**config.mk**
```make
export PLATFORM = sky130hd
export DESIGN_NAME = sortmax_key_loader
export DESIGN_NICKNAME = d
export VERILOG_FILES = /design/src/rtl/sortmax_key_loader.sv
export SDC_FILE = /design/constraint.sdc
export NUM_CORES = 1
export LEC_CHECK = 0
export CAP_MARGIN = 10
export CORE_MARGIN = 4
export CORE_UTILIZATION = 55
export CTS_CLUSTER_DIAMETER = 50
export CTS_CLUSTER_SIZE = 20
export DETAILED_ROUTE_END_ITERATION = 10
export PLACE_DENSITY_LB_ADDON = 0.1
export RECOVER_POWER = 25
export REMOVE_ABC_BUFFERS = 1
export SETUP_SLACK_MARGIN = 0.2
export SLEW_MARGIN = 10
export SYNTH_ARGS = -nofsm -noshare
export SYNTH_HDL_FRONTEND = slang
export SYNTH_SLANG_ARGS = --single-unit
export TNS_END_PERCENT = 1
```
**constraint.sdc**
```tcl
create_clock -name clk -period 4.3 [get_ports clk]
set_clock_uncertainty 0.2 [all_clocks]
set_input_delay 0.645 -clock clk [delete_from_list [all_inputs] [get_ports clk]]
set_output_delay 0.645 -clock clk [all_outputs]
set_load 0.005 [all_outputs]
```
**src/rtl/sortmax_key_loader.sv**
```systemverilog
// sortmax_key_loader
// Loads a serial key frame (KEYW data bits LSB first, then one odd-parity
// bit) into a shadow register, and only after the parity check passes
// transfers it to the locked FSM's key bus.  The locked FSM is held in
// reset for RST_HOLD cycles after the key is applied, and is then released.
//
// Ports:
//   clk       - single clock, rising edge
//   rst       - asynchronous active-high reset
//   key_sin   - serial key data, LSB first
//   key_sen   - serial enable; key_sin sampled only when high
//   relock    - clears the key and returns to IDLE (highest priority)
//   keyinput  - key bus to the locked FSM (only ever a fully checked key or 0)
//   fsm_rst   - active-high reset to the locked FSM (low only in RUN)
//   key_valid - high in RUN
//   key_err   - high in ERR (parity failure)
//   busy      - high in LOAD, CHECK and HOLD
//   dbg_state - current FSM state encoding, for observation only
//
// Handshake: there is no backpressure.  A serial bit transfers on every
// rising edge where key_sen=1 while the block is in IDLE or LOAD; in all
// other states key_sen/key_sin are ignored.
module sortmax_key_loader #(
  parameter int KEYW     = 8,
  parameter int RST_HOLD = 2
) (
  input  logic            clk,
  input  logic            rst,
  input  logic            key_sin,
  input  logic            key_sen,
  input  logic            relock,
  output logic [KEYW-1:0] keyinput,
  output logic            fsm_rst,
  output logic            key_valid,
  output logic            key_err,
  output logic            busy,
  output logic [2:0]      dbg_state
);

  localparam int CW = $clog2(KEYW + 1);
  localparam int HW = $clog2(RST_HOLD + 1);

  typedef enum logic [2:0] {
    IDLE  = 3'd0,
    LOAD  = 3'd1,
    CHECK = 3'd2,
    HOLD  = 3'd3,
    RUN   = 3'd4,
    ERR   = 3'd5
  } state_t;

  state_t          state;
  logic [KEYW-1:0] shadow;
  logic [CW-1:0]   count;
  logic            par_bit;
  logic [HW-1:0]   hold_cnt;

  assign dbg_state = state;

  always_ff @(posedge clk or posedge rst) begin
    if (rst) begin
      state     <= IDLE;
      shadow    <= '0;
      count     <= '0;
      par_bit   <= 1'b0;
      hold_cnt  <= '0;
      keyinput  <= '0;
      fsm_rst   <= 1'b1;
      key_valid <= 1'b0;
      key_err   <= 1'b0;
      busy      <= 1'b0;
    end else if (relock) begin
      // relock wins over everything, including a parity sample this cycle.
      state     <= IDLE;
      shadow    <= '0;
      count     <= '0;
      par_bit   <= 1'b0;
      hold_cnt  <= '0;
      keyinput  <= '0;
      fsm_rst   <= 1'b1;
      key_valid <= 1'b0;
      key_err   <= 1'b0;
      busy      <= 1'b0;
    end else begin
      case (state)
        IDLE: begin
          if (key_sen) begin
            shadow <= KEYW'(key_sin);
            count  <= CW'(1);
            busy   <= 1'b1;
            state  <= LOAD;
          end
        end

        LOAD: begin
          if (key_sen) begin
            if (count == CW'(KEYW)) begin
              par_bit <= key_sin;
              state   <= CHECK;
            end else begin
              // Shadow bits above count are still zero, so OR-in is a store.
              shadow <= shadow | (KEYW'(key_sin) << count);
              count  <= count + CW'(1);
            end
          end
        end

        CHECK: begin
          // Odd parity across data and parity bits.
          if (((^shadow) ^ par_bit) == 1'b1) begin
            keyinput <= shadow;
            hold_cnt <= HW'(RST_HOLD);
            state    <= HOLD;
          end else begin
            key_err <= 1'b1;
            busy    <= 1'b0;
            state   <= ERR;
          end
        end

        HOLD: begin
          if (hold_cnt == HW'(1)) begin
            fsm_rst   <= 1'b0;
            key_valid <= 1'b1;
            busy      <= 1'b0;
            hold_cnt  <= '0;
            state     <= RUN;
          end else begin
            hold_cnt <= hold_cnt - HW'(1);
          end
        end

        RUN: begin
          state <= RUN;
        end

        ERR: begin
          state <= ERR;
        end

        default: begin
          state     <= IDLE;
          shadow    <= '0;
          count     <= '0;
          keyinput  <= '0;
          fsm_rst   <= 1'b1;
          key_valid <= 1'b0;
          key_err   <= 1'b0;
          busy      <= 1'b0;
        end
      endcase
    end
  end

endmodule

```
# After elaboration in Yosys (flattened, before gate mapping)

Cells that the tools add are included.

Register bits after elaboration: 30
Latch bits: 0
Bits in writable memories: 0
Memory bits (read-only): 0
Input bits: 5
Output and inout port bits: 15
Logic and storage cells: 92
Memories: 0

Add/subtract/negate cells: 2
Multipliers: 0
Div/mod/pow operators: 0
Order comparisons: 0
Equality and inequality tests: 18
Shifts and indexed selects: 1
Muxes and demuxes: 41
Bitwise logic cells: 2
Reduce and logical (&&, ||, !) cells: 18

Operators by type and width:

| operator            | number |
|---|---|
| $mux 8              | 6 |
| $pmux 8 s3          | 1 |
| $ne 3x3->1 const B  | 7 |
| $mux 3              | 6 |
| $pmux 3 s6          | 1 |
| $mux 4              | 4 |
| $pmux 8 s2          | 1 |
| $mux 1              | 13 |
| $pmux 4 s3          | 1 |
| $reduce_and 4->1    | 3 |
| $reduce_or 5->1     | 2 |
| $ne 2x1->1 const B  | 4 |
| $or 8x8->8          | 1 |
| $reduce_and 2->1    | 4 |
| $reduce_xor 8->1    | 1 |
| $shl 1x4->8         | 1 |
| $eq 3x2->1 const B  | 2 |
| $eq 3x3->1 const B  | 2 |
| $mux 2              | 3 |
| $pmux 1 s2          | 3 |
| $reduce_bool 2->1   | 3 |
| $add 4x1->4 const B | 1 |
| $eq 4x4->1 const B  | 1 |
| $pmux 1 s4          | 1 |
| other kinds (10)    | 10 |

# Logic depth before layout (Yosys ltp)

Gate-level depths: netlist of run 1.

Depth in word-level cells: 6
Mapped depth: 8
Gate-level depth less buffers: 7

# Worst setup path before layout of run 1

No wires, ideal clock.

Path kind: register to register
Start: reg state[1], in the netlist dbg_state[1]
End: reg count[2]
Setup time: 79 ps
Arrival: 1904 ps
Data required time: 4021 ps
Path slack: 2118 ps
Stages on the path, launching flop included: 9
Path buffers: 2
Period minus slack after synthesis: 2182 ps
Cells stage by stage: dfrtp_1 clkbuf_1 inv_1 ha_1 nor2_1 a21oi_1 buf_2 or3_1 a21oi_1

Word-level cells in the longest chain between the ends: 4
Elaborated cells between the ends (all ways): 14
Those cells by class: eq/ne: 9; mux: 2; reduce/logical: 3

Ends and longest elaborated chain:

| what                                       | RTL line | RTL |
|---|---|---|
| start, declared                            | 52       | `state_t state;` |
| start signal, assigned                     | 62       | `state <= IDLE;` |
| start signal, assigned                     | 74       | `state <= IDLE;` |
| start signal, assigned                     | 91       | `state <= LOAD;` |
| $eq 3x2->1 or $eq 3x3->1 (tied branches)   | 85       | `case (state)` |
| $reduce_or 4->1 (no source line)           | --       |  |
| $pmux 4 s3 or $ne 2x1->1 (tied branches)   | --       |  |
| $mux 4 or $reduce_and 4->1 (tied branches) | --       |  |
| end signal, assigned                       | 103      | `count <= count + CW'(1);` |
| end, declared                              | 54       | `logic [CW-1:0] count;` |

Several ways; a longest one is shown, not always the timed one.
A chain may end at the register's enable or synchronous reset.

# Worst setup path after layout of run 1

Start: in relock
End: reg state[1], in the netlist dbg_state[1]

Word-level cells in the longest chain between the ends: 2
Elaborated cells between the ends (all ways): 6
Those cells by class: eq/ne: 4; mux: 1; reduce/logical: 1

Ends and longest elaborated chain:

| what                              | RTL line | RTL |
|---|---|---|
| start, declared                   | 31       | `input logic relock,` |
| $ne 3x3->1 (no source line)       | --       |  |
| $reduce_and 4->1 (no source line) | --       |  |

Several ways; a longest one is shown, not always the timed one.

==> results_dict.tcl, run 1 <==
set metrics [dict create \
    cp.required_ns 4.33 \
    asyncSetResetFlopFracSynth_pct 100 \
    most-common-layout-cells "dfrtp_1, clkdlybuf4s50_1, nand2_1" \
    total_overflow_reported_by_the_global_router 0 \
    number_of_levels_the_h_tree_was_split_into 2 \
    setup.worst_path.end "dbg_state[1]$_DFFE_PP0P_" \
    antenna_found_initial 0 \
    synth-seq-area-share_pct 46.9 \
    vias_per_cell 6.14 \
    core_region_mm2 0.00278 \
    cellLeakagePower_nw 0.825 \
    io_buffers 19 \
    run_status "finished clean" \
    r2r-end "count[3]$_DFFE_PP0P_" \
    cts.reportedPaths.clkPinSlew_ns 0.10 \
    cts_tree "done" \
    layout.nets 189 \
    worstRegToRegCells 5 \
    worstSetupStartpointType "input pin" \
    std_cell_rows 19 \
    setup_violations 0 \
    power_density_mw_per_mm2 376 \
    layout_commonest_cell "dfrtp_1" \
    ctsResizeCount 0 \
    initial_core_util_pct 57.7 \
    peakVddDrop_uv 313 \
    synthDominantCellAreaShare_pct 45.2 \
    dr.pass1.iters 4 \
    detailroute.via_count 1296 \
    drc 0 \
    power.share.sequential_pct 48.0 \
    power.share.combinational_pct 26.4 \
    die_h_um 62.0 \
    netSwitchingPower_mw 0.247 \
    die_width_um 62.0 \
    cp-end-kind "flop" \
    fin_worst_hold_slack_ns 0.263 \
    period_share_pct 61.0 \
    worstSetupStartpoint "relock" \
    share_clk_of_total_power_pct 25.6 \
    worst_r2r_src "dbg_state[1]$_DFFE_PP0P_" \
    postSynthRegisterBits 30 \
    drive_gt1_share_pct 8.33 \
    clk-insertion-delay-late_ns 0.34 \
    cts_inserted_buffers 5 \
    final_hold_vios 0 \
    synth-main-ff-cell "dfrtp_1" \
    layout_min_cycle_time_ns 2.62 \
    cts_hold_buf 0 \
    slew_violations 0 \
    setup_tns_ns 0 \
    clock_path_buffers 2 \
    antennaDiodeCount 0 \
    grt_pass1_vias 1251 \
    highest_clock_rate_mhz 381 \
    cellInternalPower_mw 0.457 \
    dp.final_hpwl_um 2460 \
    holdCritPathClass "flop to flop" \
    synth.cell_area_mm2 0.00160 \
    crit_type "input pin to flop" \
    totalWireLength_um 3500 \
    routabilityCongestion 0.810 \
    synth.distinct_cells 48 \
    grt_start_max_net_pins 31 \
    power.switching_fraction_pct 35.1 \
    area_growth_pct 16.7 \
    r2r_slack_ns 1.83 \
    ios 20 \
    yosys_warnings 0 \
    synth.largest_area_cell "dfrtp_1" \
    drv_cap 0 \
    rsz0062_at_grt "no" \
    floorplan.die_area_mm2 0.00384 \
    global_route_wire_length_before_repair_um 5780 \
    sink_count 30 \
    path_max_fanout 18 \
    edff_count_synth 0 \
    postCtsSetupBuffers 0 \
    dr.first_iter.drc_count 84 \
    maxSlewHeadroom_pct 28.4 \
    top_post_synthesis_cells_by_area "dfrtp_1, a22o_1, ha_1" \
    wl_per_cell_um 16.6 \
    syn-mean-instance-area_um2 10.1 \
    total_track_usage_pct 21.0 \
    slew_at_the_pin_closest_to_its_max_slew_limit_ns 1.07 \
    drt.antenna.violating_nets 0 \
    postSynthCellCount 159 \
    arrival_ns 2.66 \
    ctsRootBufferMaster "clkbuf_4" \
]
[flip-flops by register name, summed over array words and instances, names as in the netlist, 2 cells and up]
signal	cells
count	4
dbg_state	3
hold_cnt	2
keyinput	8
shadow	8
[worst max-delay path, stage by stage]
cell and delay [ns]:
clkdlybuf4s50_1 0.78, nor4b_2 0.61, nor2b_1 0.24, nor4_1 0.10, a31oi_1 0.20, o21ai_1 0.08
[Yosys cell counts, drive strengths merged (3+ instances only)]
cell type,n
a21oi,7
a22o,8
buf,4
dfrtp,29
ha,5
inv,9
nand2,14
nand3,4
nor2,13
nor2b,6
nor3,6
o21a,3
o21ai,7
xnor2,3
[stage by stage]
step | area [um^2] | total power, mW | setup slack [ns] | util, % | cells
after floorplan | 1580 | 0.464 | 2.26 | - | 153
after global placement | 1810 | 0.520 | 1.48 | 65.0 | 203
after detailed placement | 1810 | 0.527 | 1.38 | 65.0 | 203
after CTS | 1870 | 0.709 | 1.75 | 67.3 | 211
after global routing | 1870 | 0.752 | 1.61 | 67.3 | 211
final | 1870 | 0.705 | 1.68 | 67.3 | 211
[worst min-delay path by stage]
| stage | startpoint | endpoint | slack [ns] | cells after the start |
|---|---|---|---|---|
| 2_1_floorplan | fsm_rst$_DFFE_PP1P_ | fsm_rst$_DFFE_PP1P_ | 0.25 | 2 |
| 3_3_place_gp | fsm_rst$_DFFE_PP1P_ | fsm_rst$_DFFE_PP1P_ | 0.25 | 2 |
| 3_5_place_dp | fsm_rst$_DFFE_PP1P_ | fsm_rst$_DFFE_PP1P_ | 0.25 | 2 |
| 4_1_cts | fsm_rst$_DFFE_PP1P_ | fsm_rst$_DFFE_PP1P_ | 0.27 | 2 |
| 5_1_grt | fsm_rst$_DFFE_PP1P_ | fsm_rst$_DFFE_PP1P_ | 0.30 | 2 |
| 6_report | fsm_rst$_DFFE_PP1P_ | fsm_rst$_DFFE_PP1P_ | 0.26 | 2 |
[final cells by class]
cell class	instances	area [um^2]
inverters	9	33.8
repair buffers	19	190
clock buffers	6	51.3
well taps	31	38.8
clock inverters	2	12.5
multi-input cells	114	793
fillers	222	910
flip-flops and latches	30	752
[routing by layer]
layer | up-vias | GRT usage [%] | wire length [um]
li1 | 626 | - | -
met1 | 609 | 28.4 | 1540
met2 | 53 | 31.7 | 1630
met3 | 8 | 5.58 | 258
met4 | 0 | 9.09 | 70
met5 | - | 0 | 0
[power groups by stage]
stage               Combinational, mW  Sequential (mW)  Clock (mW)
floorplan                       0.130            0.334           0
global placement                0.178            0.342           0
detailed placement              0.184            0.343           0
CTS                             0.185            0.338       0.186
global route                    0.209            0.344       0.199
finish                          0.186            0.338       0.180
[cell families (layout without fill, tap and decap cells)]
| family | after synthesis | in the layout | share of synthesized area [%] |
|---|---|---|---|
| AO/OA/AOI/OAI | 44 | 44 | 19.7 |
| AND/OR/NAND/NOR | 57 | 57 | 19.0 |
| multiplexers | 2 | 2 | 1.25 |
| flip-flops | 30 | 30 | 46.9 |
| adder cells (fa/ha/maj) | 5 | 5 | 3.90 |
| XOR/XNOR | 6 | 6 | 5.54 |
| buffers and inverters | 15 | 36 | 3.67 |
(Power assumes the default switching activity.)
==> run 2, diff against run 1 <==
--- a/config.mk
+++ b/config.mk
@@ -7,7 +7,7 @@
 export LEC_CHECK = 0
 export CAP_MARGIN = 10
 export CORE_MARGIN = 4
-export CORE_UTILIZATION = 55
+export CORE_UTILIZATION = 54
 export CTS_CLUSTER_DIAMETER = 50
 export CTS_CLUSTER_SIZE = 20
 export DETAILED_ROUTE_END_ITERATION = 10
==> constraint.sdc (replaced) <==
create_clock -name clk -period 2.7 [get_ports clk]
set_clock_uncertainty 0.2 [all_clocks]
set_input_delay 0.405 -clock clk [delete_from_list [all_inputs] [get_ports clk]]
set_output_delay 0.405 -clock clk [all_outputs]
set_load 0.005 [all_outputs]
==> run 2 against run 1 <==
  * The run now ends with max-capacitance violations, max-slew violations left
  * Critical endpoint is now shadow[1]$_DFFE_PP0P_
  * Sequential cell count is the same
  * Critical path type is now flop to flop
  * Wire length grew 4.7%
  * Critical path depth is the same
==> results_dict.tcl, run 2 (same netlist as run 1, synthesis figures left out) <==
set metrics [dict create \
    detailroute.via_count 1300 \
    antenna_found_initial 0 \
    ctsRootBufferMaster "clkbuf_4" \
    min_delay_path_depth 2 \
    final_hold_vios 0 \
    holdCritPathClass "flop to flop" \
    cts_hold_buf 0 \
    cts_inserted_buffers 5 \
    die_h_um 62.5 \
    largest_registers "keyinput: 8 flops, shadow: 8 flops, count: 4 flops" \
    layout_min_cycle_time_ns 2.32 \
    crit_family "flip-flops" \
    area_growth_pct 18.3 \
    period_share_pct 86.0 \
    drv_cap 1 \
    layout.nets 193 \
    ios 20 \
    power.switching_fraction_pct 35.2 \
    slowest_delay_ns 0.60 \
    drive_gt1_share_pct 9.24 \
    min_delay_worst_endpoint "fsm_rst$_DFFE_PP1P_" \
    highest_clock_rate_mhz 431 \
    path_max_fanout 12 \
    dr.first_iter.drc_count 49 \
    cell_repeated_most_along_the_worst_path "nor2_1" \
    clk-insertion-delay-late_ns 0.34 \
    maxSlewHeadroom_pct -5.28 \
    drt.antenna.violating_nets 0 \
    std_cell_rows 19 \
    power.share.combinational_pct 28.4 \
    violations "max-capacitance violations, max-slew violations" \
    totalWireLength_um 3670 \
    total_overflow_reported_by_the_global_router 0 \
    preCtsSetupSlack_ns 0.240 \
    worstSetupStartpointType "flop" \
    io_buffers 19 \
    peakVddDrop_uv 331 \
    worst_r2r_src "dbg_state[2]$_DFFE_PP0P_" \
    grt_pass1_vias 1278 \
    cp-end-kind "flop" \
    netSwitchingPower_mw 0.402 \
    share_clk_of_total_power_pct 25.1 \
    vias_per_cell 6.05 \
    most-common-layout-cells "dfrtp_1, clkdlybuf4s50_1, nand2_1" \
    r2r-end "shadow[1]$_DFFE_PP0P_" \
    post-route-worst-setup-slack_ns 0.378 \
    die_width_um 62.5 \
    number_of_levels_the_h_tree_was_split_into 2 \
    slew_at_the_pin_closest_to_its_max_slew_limit_ns 1.58 \
    global_route_wire_length_before_repair_um 6080 \
    clock_path_buffers 2 \
    grt_start_max_net_pins 31 \
    cts.reportedPaths.clkPinSlew_ns 0.10 \
    initial_core_util_pct 57.2 \
    core_region_mm2 0.00281 \
    dr.pass1.iters 4 \
    layout_commonest_cell "dfrtp_1" \
    routabilityCongestion 0.890 \
    total_track_usage_pct 19.7 \
    wl_per_cell_um 17.1 \
    power.share.sequential_pct 46.6 \
    postCtsSetupBuffers 0 \
    cellLeakagePower_nw 0.843 \
    rsz0062_at_grt "yes" \
    floorplan.die_area_mm2 0.00391 \
    final_total_pwr_mw 1.14 \
    sink_count 30 \
    antennaDiodeCount 0 \
    cts_tree "done" \
    setup_violations 0 \
    r2r_slack_ns 0.38 \
    critPathBufInv 1 \
    power_density_mw_per_mm2 602 \
    drc 0 \
    cellInternalPower_mw 0.740 \
    cp_cell_sequence "inv_1 > ha_1 > nor2_1 > a21oi_2 > a21oi_1 > nor2_1" \
    arrival_ns 2.34 \
    hold_path.startpoint "fsm_rst$_DFFE_PP1P_" \
    setup_tns_ns 0 \
    dp.final_hpwl_um 2560 \
    run_status "finished, violations left" \
    worstRegToRegCells 6 \
    cpMaxStageDelayCell "dfrtp_1" \
    cp.required_ns 2.72 \
    slew_violations 31 \
    crit_type "flop to flop" \
]
## run 2: power by group through the flow
stage	clock network (mW)	registers, mW	logic, mW
floorplan	0	0.532	0.207
global placement	0	0.537	0.302
detailed placement	0	0.539	0.317
CTS	0.290	0.530	0.323
global route	0.320	0.537	0.355
finish	0.286	0.532	0.324
## run 2: worst register-to-register path, stage by stage, from the launching register on
cell and delay [ns]:
dfrtp_1 0.60, inv_1 0.15, ha_1 0.30, nor2_1 0.25
a21oi_2 0.18, a21oi_1 0.42, nor2_1 0.11
## run 2: per-layer routing
metal	global-route usage [%]	part of all wire [%]	vias up
met5	0	0	-
met4	6.89	1.3	0
met3	5.94	4.3	6
met1	26.0	45	636
li1	-	-	625
met2	30.8	49	33
## run 2: worst max path at each step
| stage | startpoint | end | cells past startpoint |
|---|---|---|---|
| after detailed placement | key_sen | count[3]$_DFFE_PP0P_ | 6 |
| after global placement | key_sen | count[2]$_DFFE_PP0P_ | 6 |
| final | dbg_state[2]$_DFFE_PP0P_ | shadow[1]$_DFFE_PP0P_ | 6 |
| after floorplan | dbg_state[1]$_DFFE_PP0P_ | count[3]$_DFFE_PP0P_ | 6 |
| after global routing | rst | dbg_state[1]$_DFFE_PP0P_ | 3 |
| after CTS | count[0]$_DFFE_PP0P_ | count[3]$_DFFE_PP0P_ | 7 |
## run 2: layout make-up
class                           instances  area, um^2
Timing Repair Buffer                   23         216
Clock buffer                            8        58.8
Fill cell                             237         908
Multi-Input combinational cell        114         797
Inverter                                9        33.8
Sequential cell                        30         752
Tap cell                               31        38.8
## run 2: stage by stage
stage	cell area [um^2]	cells	hold WS [ns]	utilization [%]
detailed placement	1840	207	0.259	65.5
floorplan	1580	153	0.248	-
finish	1900	215	0.268	67.6
CTS	1900	215	0.244	67.6
global route	1900	215	0.293	67.6
global placement	1840	207	0.244	65.5
## run 2: timing repair
item	4_1_cts	5_1_grt
endpoints found under the setup margin	0	6
hold endpoints to repair	0	0
resized for setup	0	1
==> variant (config.mk and constraints of run 1) <==
Register the inputs `key_sin`, `key_sen` and `relock` before use, without a reset. The logic sees them one clock later. Comments in the files are not updated.
--- a/src/rtl/sortmax_key_loader.sv
+++ b/src/rtl/sortmax_key_loader.sv
@@ -49,6 +49,16 @@
     ERR   = 3'd5
   } state_t;
 
+  logic key_sin_q;
+  logic key_sen_q;
+  logic relock_q;
+
+  always_ff @(posedge clk) begin
+    key_sin_q <= key_sin;
+    key_sen_q <= key_sen;
+    relock_q  <= relock;
+  end
+
   state_t          state;
   logic [KEYW-1:0] shadow;
   logic [CW-1:0]   count;
@@ -69,7 +79,7 @@
       key_valid <= 1'b0;
       key_err   <= 1'b0;
       busy      <= 1'b0;
-    end else if (relock) begin
+    end else if (relock_q) begin
       // relock wins over everything, including a parity sample this cycle.
       state     <= IDLE;
       shadow    <= '0;
@@ -84,8 +94,8 @@
     end else begin
       case (state)
         IDLE: begin
-          if (key_sen) begin
-            shadow <= KEYW'(key_sin);
+          if (key_sen_q) begin
+            shadow <= KEYW'(key_sin_q);
             count  <= CW'(1);
             busy   <= 1'b1;
             state  <= LOAD;
@@ -93,13 +103,13 @@
         end
 
         LOAD: begin
-          if (key_sen) begin
+          if (key_sen_q) begin
             if (count == CW'(KEYW)) begin
-              par_bit <= key_sin;
+              par_bit <= key_sin_q;
               state   <= CHECK;
             end else begin
               // Shadow bits above count are still zero, so OR-in is a store.
-              shadow <= shadow | (KEYW'(key_sin) << count);
+              shadow <= shadow | (KEYW'(key_sin_q) << count);
               count  <= count + CW'(1);
             end
           end
Behaviour: not the same (Yosys sat finds a counterexample within 4 cycles, from zero or initial values and one cycle with rst high).
==> variant against run 1 <==
Sequential cell count is 3 higher; setup slack worse by 170 ps; via count is 25% higher; register-to-register slack worse by 320 ps; final area is 19% higher; routed wire length is 18% higher; area after synthesis is 25% higher; sequential power is 4% higher; combinational power is 40% lower; power is 11% lower.
==> variant: results (changes against run 1) <==
- CP max-delay cell: dfrtp_1
- DP HPWL: 2834 µm (+15%)
- Largest net degree at the start of global routing: 31 (unchanged)
- Register area share after synthesis: 40.54% (-6.3 points)
- CP peak stage delay: 630 ps (-150 ps)
- DRT iter0 DRCs: 64 (-24%)
- Max Fanout on Critical Path: 16 (-2)
- Ys async rst share: 90.91% (-9.1 points)
- Placed Instances: 253 (+25%)
- Antenna fix cells: 0 (unchanged)
- Reg clk slew, reported paths: 100 ps (about the same)
- RePlAce Congestion: 0.9666 (+19%)
- Global-route wire length before repair: 7072 µm (+22%)
- Detailed Route WL: 4132 µm (+18%)
- Number of gates resized after CTS: 0 (unchanged)
- Via/cell ratio: 6.207 (+1.1%)
- Post-synth top flop: dfrtp_1
- Fin nets: 224 (+19%)
- H-tree levels: 2 (unchanged)
- FILL cells: 287 (+29%)
- Slew Limit Fails: 0 (unchanged)
- Post-DP Area: 2180 µm² (+21%)
- Share of cells above drive strength 1: 6.977% (-1.4 points)
- PortBufs: 19 (unchanged)
- Routed WL per cell: 15.83 µm (-4.6%)
- Mean Syn Cell Area: 10.02 µm² (-0.72%)
- Max VDD drop: 209.4 µV (-33%)
- Relative slew margins: 26.37% (-2.1 points)
- GRT Total Usage: 20.69% (-0.30 points)
- Post-synth top cells: dfrtp_1 (29), nand3_1 (19), nor2_1 (13)
- Worst Hold Class: register to register
- Yosys warns: 0 (unchanged)
- Clock buffer depth: 2 (unchanged)
- Outcome: completed
- Postcts setup bufs: 0 (unchanged)
- CTS root buffer: clkbuf_4
- LEAKAGE: 0.9761 nW (+18%)
- CTS buffer count: 5 (unchanged)
- Synth area leaders: dfrtp_1 (36%), nand3_1 (4.7%), mux2i_1 (4.5%), a221o_1 (4.0%), o21a_1 (3.7%)
- Vias in the first global route: 1479 (+18%)
- Final hold violations: 0 (unchanged)
- WP data arrival: 2820 ps (+160 ps)
- Distinct cell type count after synthesis: 51 (+6.3%)
- Initial antenna violation count: 0 (unchanged)
-- variant: changes by cell type after synthesis, moves of 4 or more --
cell / run 1 / this run
nor2b_1: 6 / 2
o21a_1: 3 / 10
nand2_1: 14 / 8
a22o_1: 8 / 3
mux2i_1: 2 / 9
nand3_1: 4 / 19
a221o_1: 0 / 8
-- variant: worst max-delay path: cells and delay by family, from the launching register on --
kind            cells  cell delay [ps]
buf+inv             1              200
compound gates      1              600
fa+ha+maj           1              360
mux                 1              350
flops               1              630
simple gates        1              340
-- variant: layout make-up --
cell class	instances	area [µm²]	share of cell area [%]
clock buffer	7	45.04	2.020
tap	46	57.56	2.581
timing repair buffer	19	190.2	8.530
inverter	11	41.29	1.852
clock inverter	1	5.005	0.2245
multi-input combinational	144	1079	48.37
sequential	33	812.0	36.42
-- variant: kinds of logic (layout without fill, tap and decap cells) --
kind of cell	count (synthesis)	in the layout	synth area share (%)
simple gates	67	67	18.24
buf+inv	23	38	5.621
flops	33	33	40.54
compound gates	53	53	20.61
fa+ha+maj	5	5	3.123
mux	11	11	6.184
xor+xnor	8	8	5.683
-- variant: metrics by stage --
step / hold WS [ps] / worst slack [ps]
floorplan: 248.2 / 1844
global placement: 246.0 / 1652
detailed placement: 253.7 / 1547
CTS: 270.4 / 1534
global route: 287.7 / 1347
finish: 270.7 / 1508
-- variant: where the power goes --
| part | switching (mW) | total [mW] | internal, mW |
|---|---|---|---|
| Clock | 0.103 | 0.167 | 0.0636 |
| Combinational | 0.0615 | 0.111 | 0.0495 |
| Sequential | 0.0290 | 0.350 | 0.321 |
-- variant: layer usage --
metal	routed length, µm	track usage, %
met5	0	0
met2	1894	32.01
met4	82	10.42
met1	1947	27.52
met3	208	3.941
-- variant: worst paths after layout --
path | startpoint | endpoint | slack (ps) | cells after the start
worst max-delay path | dbg_state[1]$_DFFE_PP0P_ | count[0]$_DFFE_PP0P_ | 1510 | 5
worst min-delay path | fsm_rst$_DFFE_PP1P_ | fsm_rst$_DFFE_PP1P_ | 270 | 2
worst max register to register | dbg_state[1]$_DFFE_PP0P_ | count[0]$_DFFE_PP0P_ | 1510 | 5
worst min register to register | fsm_rst$_DFFE_PP1P_ | fsm_rst$_DFFE_PP1P_ | 270 | 2
max in group asynchronous | rst | count[3]$_DFFE_PP0P_ | 2700 | 2
min in group asynchronous | rst | key_valid$_DFFE_PP0P_ | 680 | 2
